File: src/rtl/ahb_manager_arbiter.sv
// ahb_manager_arbiter
//   Two-manager AHB-Lite arbiter in front of ahb_multiplexor.
//   M0 = CPU, M1 = debug controller. Each manager port has a one-deep
//   address-phase capture register. A manager therefore only sees its address
//   accepted once the arbiter can either issue it or hold it.
//
//   Port summary
//     clk, nrst              system clock, async active-low reset
//     m1_lock                M1 wins every arbitration it takes part in
//     mN_h* (N=0,1)          manager address/data phase inputs
//     mN_hrdata/hready/hresp per-manager responses
//     s_h*                   towards ahb_multiplexor (address phase + hwdata)
//     s_hrdata/hready/hresp  responses from ahb_multiplexor
//
//   Port states: FREE (hready=1), PEND (captured, hready=0),
//   DATA (owns the data phase, hready=s_hready).
module ahb_manager_arbiter #(
  parameter bit ROUND_ROBIN = 1'b1,
  parameter int ADDR_W      = 32,
  parameter int DATA_W      = 32
) (
  input  logic              clk,
  input  logic              nrst,
  input  logic              m1_lock,

  input  logic [ADDR_W-1:0] m0_haddr,
  input  logic [2:0]        m0_hburst,
  input  logic [2:0]        m0_hsize,
  input  logic [1:0]        m0_htrans,
  input  logic              m0_hwrite,
  input  logic [DATA_W-1:0] m0_hwdata,
  output logic [DATA_W-1:0] m0_hrdata,
  output logic              m0_hready,
  output logic              m0_hresp,

  input  logic [ADDR_W-1:0] m1_haddr,
  input  logic [2:0]        m1_hburst,
  input  logic [2:0]        m1_hsize,
  input  logic [1:0]        m1_htrans,
  input  logic              m1_hwrite,
  input  logic [DATA_W-1:0] m1_hwdata,
  output logic [DATA_W-1:0] m1_hrdata,
  output logic              m1_hready,
  output logic              m1_hresp,

  output logic [ADDR_W-1:0] s_haddr,
  output logic [2:0]        s_hburst,
  output logic [2:0]        s_hsize,
  output logic [1:0]        s_htrans,
  output logic              s_hwrite,
  output logic [DATA_W-1:0] s_hwdata,
  input  logic [DATA_W-1:0] s_hrdata,
  input  logic              s_hready,
  input  logic              s_hresp
);

  localparam logic [1:0] HTRANS_IDLE = 2'b00;

  // Registered state
  logic [1:0]             pend_v_q, pend_v_d;
  logic [1:0][ADDR_W-1:0] pend_haddr_q, pend_haddr_d;
  logic [1:0][2:0]        pend_hburst_q, pend_hburst_d;
  logic [1:0][2:0]        pend_hsize_q, pend_hsize_d;
  logic [1:0][1:0]        pend_htrans_q, pend_htrans_d;
  logic [1:0]             pend_hwrite_q, pend_hwrite_d;
  logic                   dp_v_q, dp_v_d;
  logic                   dp_own_q, dp_own_d;
  logic                   rr_last_q, rr_last_d;
  logic [ADDR_W-1:0]      hold_haddr_q, hold_haddr_d;
  logic [2:0]             hold_hburst_q, hold_hburst_d;
  logic [2:0]             hold_hsize_q, hold_hsize_d;
  logic                   hold_hwrite_q, hold_hwrite_d;

  // Live manager signals, indexed by port
  logic [1:0][ADDR_W-1:0] live_haddr;
  logic [1:0][2:0]        live_hburst;
  logic [1:0][2:0]        live_hsize;
  logic [1:0][1:0]        live_htrans;
  logic [1:0]             live_hwrite;

  assign live_haddr  = {m1_haddr, m0_haddr};
  assign live_hburst = {m1_hburst, m0_hburst};
  assign live_hsize  = {m1_hsize, m0_hsize};
  assign live_htrans = {m1_htrans, m0_htrans};
  assign live_hwrite = {m1_hwrite, m0_hwrite};

  logic [1:0] port_hready;
  logic [1:0] acc;
  logic [1:0] cand;
  logic [1:0] issue;
  logic [1:0] capture;
  logic       any_cand;
  logic       win;

  logic [ADDR_W-1:0] win_haddr;
  logic [2:0]        win_hburst;
  logic [2:0]        win_hsize;
  logic [1:0]        win_htrans;
  logic              win_hwrite;

  // A pending port must stall; the data-phase owner follows the bus.
  assign port_hready[0] = pend_v_q[0] ? 1'b0 :
                          (dp_v_q && !dp_own_q) ? s_hready : 1'b1;
  assign port_hready[1] = pend_v_q[1] ? 1'b0 :
                          (dp_v_q && dp_own_q) ? s_hready : 1'b1;

  assign acc      = port_hready & {m1_htrans[1], m0_htrans[1]};
  // Arbitration only happens on cycles where the bus can take an address.
  assign cand     = s_hready ? (pend_v_q | acc) : 2'b00;
  assign any_cand = |cand;

  always_comb begin
    win = 1'b0;
    if (cand[1] && (m1_lock || !cand[0])) begin
      win = 1'b1;
    end else if (cand == 2'b11) begin
      // Tie: alternate away from the last winner, or fixed M1 priority.
      win = ROUND_ROBIN ? ~rr_last_q : 1'b1;
    end
  end

  always_comb begin
    if (pend_v_q[win]) begin
      win_haddr  = pend_haddr_q[win];
      win_hburst = pend_hburst_q[win];
      win_hsize  = pend_hsize_q[win];
      win_htrans = pend_htrans_q[win];
      win_hwrite = pend_hwrite_q[win];
    end else begin
      win_haddr  = live_haddr[win];
      win_hburst = live_hburst[win];
      win_hsize  = live_hsize[win];
      win_htrans = live_htrans[win];
      win_hwrite = live_hwrite[win];
    end
  end

  assign issue[0]   = any_cand && !win;
  assign issue[1]   = any_cand && win;
  // Any accepted live address that is not issued this cycle must be held.
  assign capture    = acc & ~issue;

  always_comb begin
    pend_v_d      = (pend_v_q & ~issue) | capture;
    pend_haddr_d  = pend_haddr_q;
    pend_hburst_d = pend_hburst_q;
    pend_hsize_d  = pend_hsize_q;
    pend_htrans_d = pend_htrans_q;
    pend_hwrite_d = pend_hwrite_q;
    for (int n = 0; n < 2; n++) begin
      if (capture[n]) begin
        pend_haddr_d[n]  = live_haddr[n];
        pend_hburst_d[n] = live_hburst[n];
        pend_hsize_d[n]  = live_hsize[n];
        pend_htrans_d[n] = live_htrans[n];
        pend_hwrite_d[n] = live_hwrite[n];
      end
    end

    dp_v_d        = dp_v_q;
    dp_own_d      = dp_own_q;
    rr_last_d     = rr_last_q;
    hold_haddr_d  = hold_haddr_q;
    hold_hburst_d = hold_hburst_q;
    hold_hsize_d  = hold_hsize_q;
    hold_hwrite_d = hold_hwrite_q;
    if (s_hready) begin
      dp_v_d = any_cand;
      if (any_cand) begin
        dp_own_d      = win;
        rr_last_d     = win;
        hold_haddr_d  = win_haddr;
        hold_hburst_d = win_hburst;
        hold_hsize_d  = win_hsize;
        hold_hwrite_d = win_hwrite;
      end
    end
  end

  always_ff @(posedge clk or negedge nrst) begin
    if (!nrst) begin
      pend_v_q      <= '0;
      pend_haddr_q  <= '0;
      pend_hburst_q <= '0;
      pend_hsize_q  <= '0;
      pend_htrans_q <= '0;
      pend_hwrite_q <= '0;
      dp_v_q        <= 1'b0;
      dp_own_q      <= 1'b0;
      rr_last_q     <= 1'b1;
      hold_haddr_q  <= '0;
      hold_hburst_q <= '0;
      hold_hsize_q  <= '0;
      hold_hwrite_q <= 1'b0;
    end else begin
      pend_v_q      <= pend_v_d;
      pend_haddr_q  <= pend_haddr_d;
      pend_hburst_q <= pend_hburst_d;
      pend_hsize_q  <= pend_hsize_d;
      pend_htrans_q <= pend_htrans_d;
      pend_hwrite_q <= pend_hwrite_d;
      dp_v_q        <= dp_v_d;
      dp_own_q      <= dp_own_d;
      rr_last_q     <= rr_last_d;
      hold_haddr_q  <= hold_haddr_d;
      hold_hburst_q <= hold_hburst_d;
      hold_hsize_q  <= hold_hsize_d;
      hold_hwrite_q <= hold_hwrite_d;
    end
  end

  // Without an issue this cycle the bus sees IDLE over the last address,
  // which also keeps the address stable through wait states.
  assign s_haddr  = any_cand ? win_haddr  : hold_haddr_q;
  assign s_hburst = any_cand ? win_hburst : hold_hburst_q;
  assign s_hsize  = any_cand ? win_hsize  : hold_hsize_q;
  assign s_hwrite = any_cand ? win_hwrite : hold_hwrite_q;
  assign s_htrans = any_cand ? win_htrans : HTRANS_IDLE;
  assign s_hwdata = dp_own_q ? m1_hwdata : m0_hwdata;

  assign m0_hrdata = s_hrdata;
  assign m1_hrdata = s_hrdata;
  assign m0_hready = port_hready[0];
  assign m1_hready = port_hready[1];
  assign m0_hresp  = dp_v_q && !dp_own_q && s_hresp;
  assign m1_hresp  = dp_v_q &&  dp_own_q && s_hresp;

endmodule

File: config.mk
export PLATFORM = sky130hd
export DESIGN_NAME = ahb_manager_arbiter
export DESIGN_NICKNAME = d
export VERILOG_FILES = /design/src/rtl/ahb_manager_arbiter.sv
export SDC_FILE = /design/constraint.sdc
export NUM_CORES = 1
export LEC_CHECK = 0
export CORE_ASPECT_RATIO = 1.1
export CORE_MARGIN = 1.5
export CORE_UTILIZATION = 45
export CTS_CLUSTER_SIZE = 30
export DETAILED_ROUTE_END_ITERATION = 8
export PLACE_DENSITY = 0.9
export SLEW_MARGIN = 0
export SYNTH_ARGS = -nofsm -noshare
export SYNTH_HDL_FRONTEND = slang
export SYNTH_SLANG_ARGS = --single-unit
File: constraint.sdc
create_clock -name clk -period 3 [get_ports clk]
set_input_delay 0.6 -clock clk [delete_from_list [all_inputs] [get_ports clk]]
set_output_delay 0.6 -clock clk [all_outputs]
set_load 0.05 [all_outputs]
# Word level (Yosys, flattened, before mapping)
# Index checks and enable logic that the tools add are counted.
[word_totals] register_bits=126 word_cells=80
[op_classes] order_cmp=1 n_eq_ne=1 mux=40 n_bitwise=7 reduce_logical=13
[ops] cell="$mux W32" n=7
[ops] cell="$mux W3" n=12
[ops] cell="$mux W1" n=14
[ops] cell="$mux W2" n=7
[ops] cell="$logic_and A1 B1 Y1" n=7
[ops] cell="$and A2 B2 Y2" n=3
[ops] cell="$or A2 B2 Y2" n=2
[ops] cell="$logic_not A1 Y1" n=3
[ops] cell="$eq A2 B2 Y1 const B" n=1
[ops] cell="$lt A1 B2 Y1 const B" n=1
[ops] cell="$not A2 Y2" n=1
[ops] cell="$reduce_and A2 Y1" n=1
[ops] cell="$reduce_or A2 Y1" n=1
[ops] cell="$logic_or A1 B1 Y1" n=1
[ops] cell="$not A1 Y1" n=1

# Depth between registers and ports, before layout
[depth] depth_word=16 mapped_depth=9 mapped_depth_nobuf=4

# Least setup slack after synthesis
# No wires, ideal clock.
[synth_path] path_type="input to output" start="in m1_htrans[1]" end="out s_haddr[30]" t_arrival_ns=2.727 t_required_ns=2.400 setup_slack_ns=-0.327 stages=9 path_buffers=5 path_cell_list="buf_6 -> and3b_1 -> a211o_1 -> clkbuf_1 -> or2_1 -> clkbuf_1 -> buf_6 -> buf_6 -> o221ai_1"
[synth_between] elab_chain_cells=10 word_cells_on_any_way=16
[synth_rtl] element="start, declared" line="39" source="input logic [1:0] m1_htrans,"
[synth_rtl] element="$and A2 B2 Y2 (*)" line="107" source="assign acc = port_hready & {m1_htrans[1], m0_htrans[1]};"
[synth_rtl] element="$or A2 B2 Y2 (*)" line="109" source="assign cand = s_hready ? (pend_v_q | acc) : 2'b00;"
[synth_rtl] element="$mux W2 (*)" line="109"
[synth_rtl] element="$eq A2 B2 Y1" line="116" source="end else if (cand == 2'b11) begin"
[synth_rtl] element="$mux W1" line="116"
[synth_rtl] element="$mux W1" line="114" source="if (cand[1] && (m1_lock || !cand[0])) begin"
[synth_rtl] element="$mux W32 (implied by the code), or another cell as far along (2 in a row)" line="130" source="win_haddr = live_haddr[win];"
[synth_rtl] element="$mux W32" line="123" source="if (pend_v_q[win]) begin"
[synth_rtl] element="$mux W32 (*)"
[synth_rtl] element="end, declared" line="46" source="output logic [ADDR_W-1:0] s_haddr,"
# Mark *: on every way between the ends. The rest lies on a longest branch, timed or not. The select of a mux whose other input is x is not followed.

# Worst setup path in the final report
[layout_path] start="reg pend_v_q[0]" end="out s_haddr[22]"
[layout_between] elab_chain_cells=12 word_cells_on_any_way=19
[layout_rtl] element="start, declared" line="60" source="logic [1:0] pend_v_q, pend_v_d;"
[layout_rtl] element="start signal, assigned" line="196" source="pend_v_q <= pend_v_d;"
[layout_rtl] element="branches (longest 11 deep; another with $mux W32)"
[layout_rtl] element="$mux W32 (*)"
# Mark *: on every way between the ends. The select of a mux whose other input is x is not followed.

==> run_results.csv <==
group,metric,value,unit
status,outcome,"finished with violations",
status,violations,"setup timing",
detailed_routing,ant_nets,0,
finish,finalCoreUtilization,0.703,
detailed_routing,drt-initial-drc-count,801,
clock_network,clock-sinks,126,
die,ios,324,
global_routing,overflow,0,
synth,synthTopCellsByArea,"dfrtp_1 37%, mux2_2 15%, o221ai_2 6.7%, buf_4 5.7%, mux2i_1 4.6%",
place,post-dp-hpwl,21600,µm
global_routing,antenna_found_initial,5,
critical_path,end_kind,"primary output",
synth,synth_seq_cells,126,
sta,setup_viol_count_final,5,
sta,hold_viol,0,
synth,seq_area_frac_synth,0.372,
synth,synth_flop_cell,"dfrtp_1",
detailed_routing,drt-pass1-iter-count,5,
power_and_ir_drop,power,9.66,mW
clock_network,root_buffer,"clkbuf_16",
critical_path,worstPathRequired,2.40,ns
critical_path,reg2reg_slack,0.68,ns
synth,synth_cells,813,
die,initial_core_util,0.461,
sta,max_freq,0.325,GHz
place,globalplace.congestion,0.853,
detailed_routing,wl,35300,µm
critical_path,rr_worst_depth,7,
power_and_ir_drop,pwr-share-seq,0.273,
synth,synth_top_cell_by_area,"dfrtp_1",
critical_path,path_cells,"nor2_4 > buf_6 > o2111ai_1 > a21oi_1 > o221ai_2 > buf_12",
global_routing,grt_pass1_wl,48600,µm
synth,netlist_area,0.00848,mm²
critical_path,worst_r2r_endpoint,"pend_haddr_q[47]$_DFFE_PN0P_",
die,rows,52,
clock_network,cts_tree,"yes",
sta,fin_skew,0.0100,ns
critical_path,cpLargestDelayFamily,"compound AO/OA/AOI/OAI gates",
synth,yosysTopAreaCellShare,0.369,
die,core-area,0.0184,mm²
die,die_w,134,µm
finish,fillers,1163,
critical_path,startpoint_type,"flip-flop",
power_and_ir_drop,p_int,5.98,mW
power_and_ir_drop,vdd_drop_max,558,µV
synth,ys_types,39,
synth,synth_edf_count,0,
critical_path,crit_type,"reg -> out",
power_and_ir_drop,power_frac_clock,0.243,
synth,ys_top_cells_by_count,"125 x dfrtp_1, 111 x mux2_2, 64 x buf_4",
clock_network,htreeDepth,4,
critical_path,crit_path_max_fanout,24,
place,place_area,0.0113,mm²
synth,synth_most_common_cell,"dfrtp_1",
die,dieHeight,147,µm
detailed_routing,wl_per_cell,28.4,µm
clock_network,max-clock-path-buffers,2,
critical_path,cp.arrival,2.48,ns
finish,area_growth_syn_to_layout,52.6,%
synth,synth_nets,996,
sta,worst_slew_pin_slew,0.701,ns
finish,drive_above_1_share,0.418,
sta,slew_headroom,0.533,
critical_path,slowest_stage,"dfrtp_2",
detailed_routing,drc_errors,0,
global_routing,grt_pass1_vias,8368,
sta,slew_violations,0,
global_routing,grt_util_all_layers,0.326,
clock_network,cts_hold_buf,0,
finish,nNetsFinal,1168,
power_and_ir_drop,swShare,0.380,
clock_network,cts_buffers,17,
critical_path,critPathMaxStageDelay,0.49,ns
power_and_ir_drop,p_comb_frac,0.484,
global_routing,grt_max_degree,127,
power_and_ir_drop,power_leakage,5.05,nW
sta,hold_slack,0.256,ns
place,portBuffers,227,
synth,yosys_warnings,0,
job,cap_violations,0,
sta,setup_slack,-0.0796,ns
clock_network,insertion_delay,0.44,ns
power_and_ir_drop,p_sw,3.67,mW
detailed_routing,vias,8471,
finish,final_area,0.0129,mm²
power_and_ir_drop,p_per_area,746,mW/mm²
sta,rsz0062_at_grt,"yes",
critical_path,rr_startpoint,"rr_last_q$_DFFE_PN1P_",
die,die_area,0.0197,mm²
synth,synthArstFlopShare,1.00,
synth,avgSynthCellArea,10.4,µm²
sta,finalCritPeriodShare,1.03,
critical_path,critical_path_buf_inv_count,2,
worst_hold_path,hp-class,"in -> async",
sta,fin_crit,3.08,ns
clock_network,clkSlewWorstSetupHoldPaths,0.06,ns
detailed_routing,avgViaCountPerCell,6.82,
[how the worst max path moves through the flow]
stage	from	endpoint	slack (ns)	cells after the start
after global routing	pend_v_q[0]$_DFF_PN0_	s_haddr[22]	-0.12	6
after detailed placement	m0_htrans[1]	s_haddr[27]	-0.16	7
after global placement	m0_htrans[1]	s_haddr[28]	-0.13	7
after floorplan	m1_htrans[1]	s_haddr[0]	-0.01	9
final	pend_v_q[0]$_DFF_PN0_	s_haddr[22]	-0.08	6
after CTS	rr_last_q$_DFFE_PN1P_	s_haddr[12]	-0.04	6
[metal layers]
metal,routed length [µm],part of all wire,global-route usage
met1,11700,0.33,0.370
met2,17000,0.48,0.539
met3,4600,0.13,0.118
met4,2000,0.057,0.168
met5,26,0.00074,0
[power by group through the flow]
stage,clock (mW),sequential (mW),combinational [mW]
2_1_floorplan,0,2.40,2.59
3_3_place_gp,0,2.47,3.94
3_5_place_dp,0,2.51,4.02
4_1_cts,2.33,2.50,4.17
5_1_grt,2.41,2.67,4.82
6_report,2.35,2.64,4.67
[timing repair]
item | CTS | global route
setup buffers | 5 | 7
endpoints found under the setup margin | 41 | 37
resized for setup | 18 | 95
cloned | 4 | 2
pin swaps | 4 | 16
[cell type report]
type / instances / area, µm² / share of cell area
flip-flops and latches: 126 / 3160 / 0.244
diodes: 1 / 2.50 / 0.000193
repair buffers: 298 / 3610 / 0.279
inverters: 38 / 143 / 0.0110
well taps: 243 / 304 / 0.0235
multi-input cells: 504 / 5070 / 0.392
clock buffers: 21 / 470 / 0.0363
clock inverters: 11 / 186 / 0.0144
[kinds of logic after synthesis]
kind of cell,synth area share
AO/OA/AOI/OAI,0.251
multiplexers,0.196
flip-flops,0.372
AND/OR/NAND/NOR,0.0631
buffers and inverters,0.117
[state kept, by name, summed over array words and instances (netlist names), 2 cells and up]
signal and count:
hold_haddr_q 32, hold_hburst_q 3, hold_hsize_q 3, pend_haddr_q 64, pend_hburst_q 6, pend_hsize_q 6
pend_htrans_q 4, pend_hwrite_q 2, pend_v_q 2
[worst reg2reg max path, cell delays in order, from the launching register on]
cell	delay, ns
dfstp_2	0.57
buf_4	0.13
nor2b_4	0.23
buf_12	0.20
a21oi_1	0.16
nor3_4	0.29
buf_12	0.25
mux2_2	0.38
[stage by stage]
step                      worst slack, ns  setup TNS, ns  instances
final                             -0.0796         -0.234       1242
after global placement             -0.125          -3.66       1191
after detailed placement           -0.164          -4.87       1191
after global routing               -0.115          -1.15       1242
after CTS                         -0.0379         -0.312       1232
after floorplan                   -0.0129         -0.460        813
[cells in the final DEF, fill, tap and decap left out, types with 19 or more instances in the layout]
cell type / instances
o211ai_1: 37
mux2i_4: 21
or2_2: 38
o221ai_1: 39
a211oi_1: 32
mux2_2: 111
nand2_1: 46
a21oi_1: 40
buf_12: 65
o2111ai_1: 37
dfrtp_1: 122
clkbuf_16: 19
buf_4: 61
clkdlybuf4s50_1: 158
inv_1: 37
o221ai_4: 27
Power figures use the tool's default switching activity.
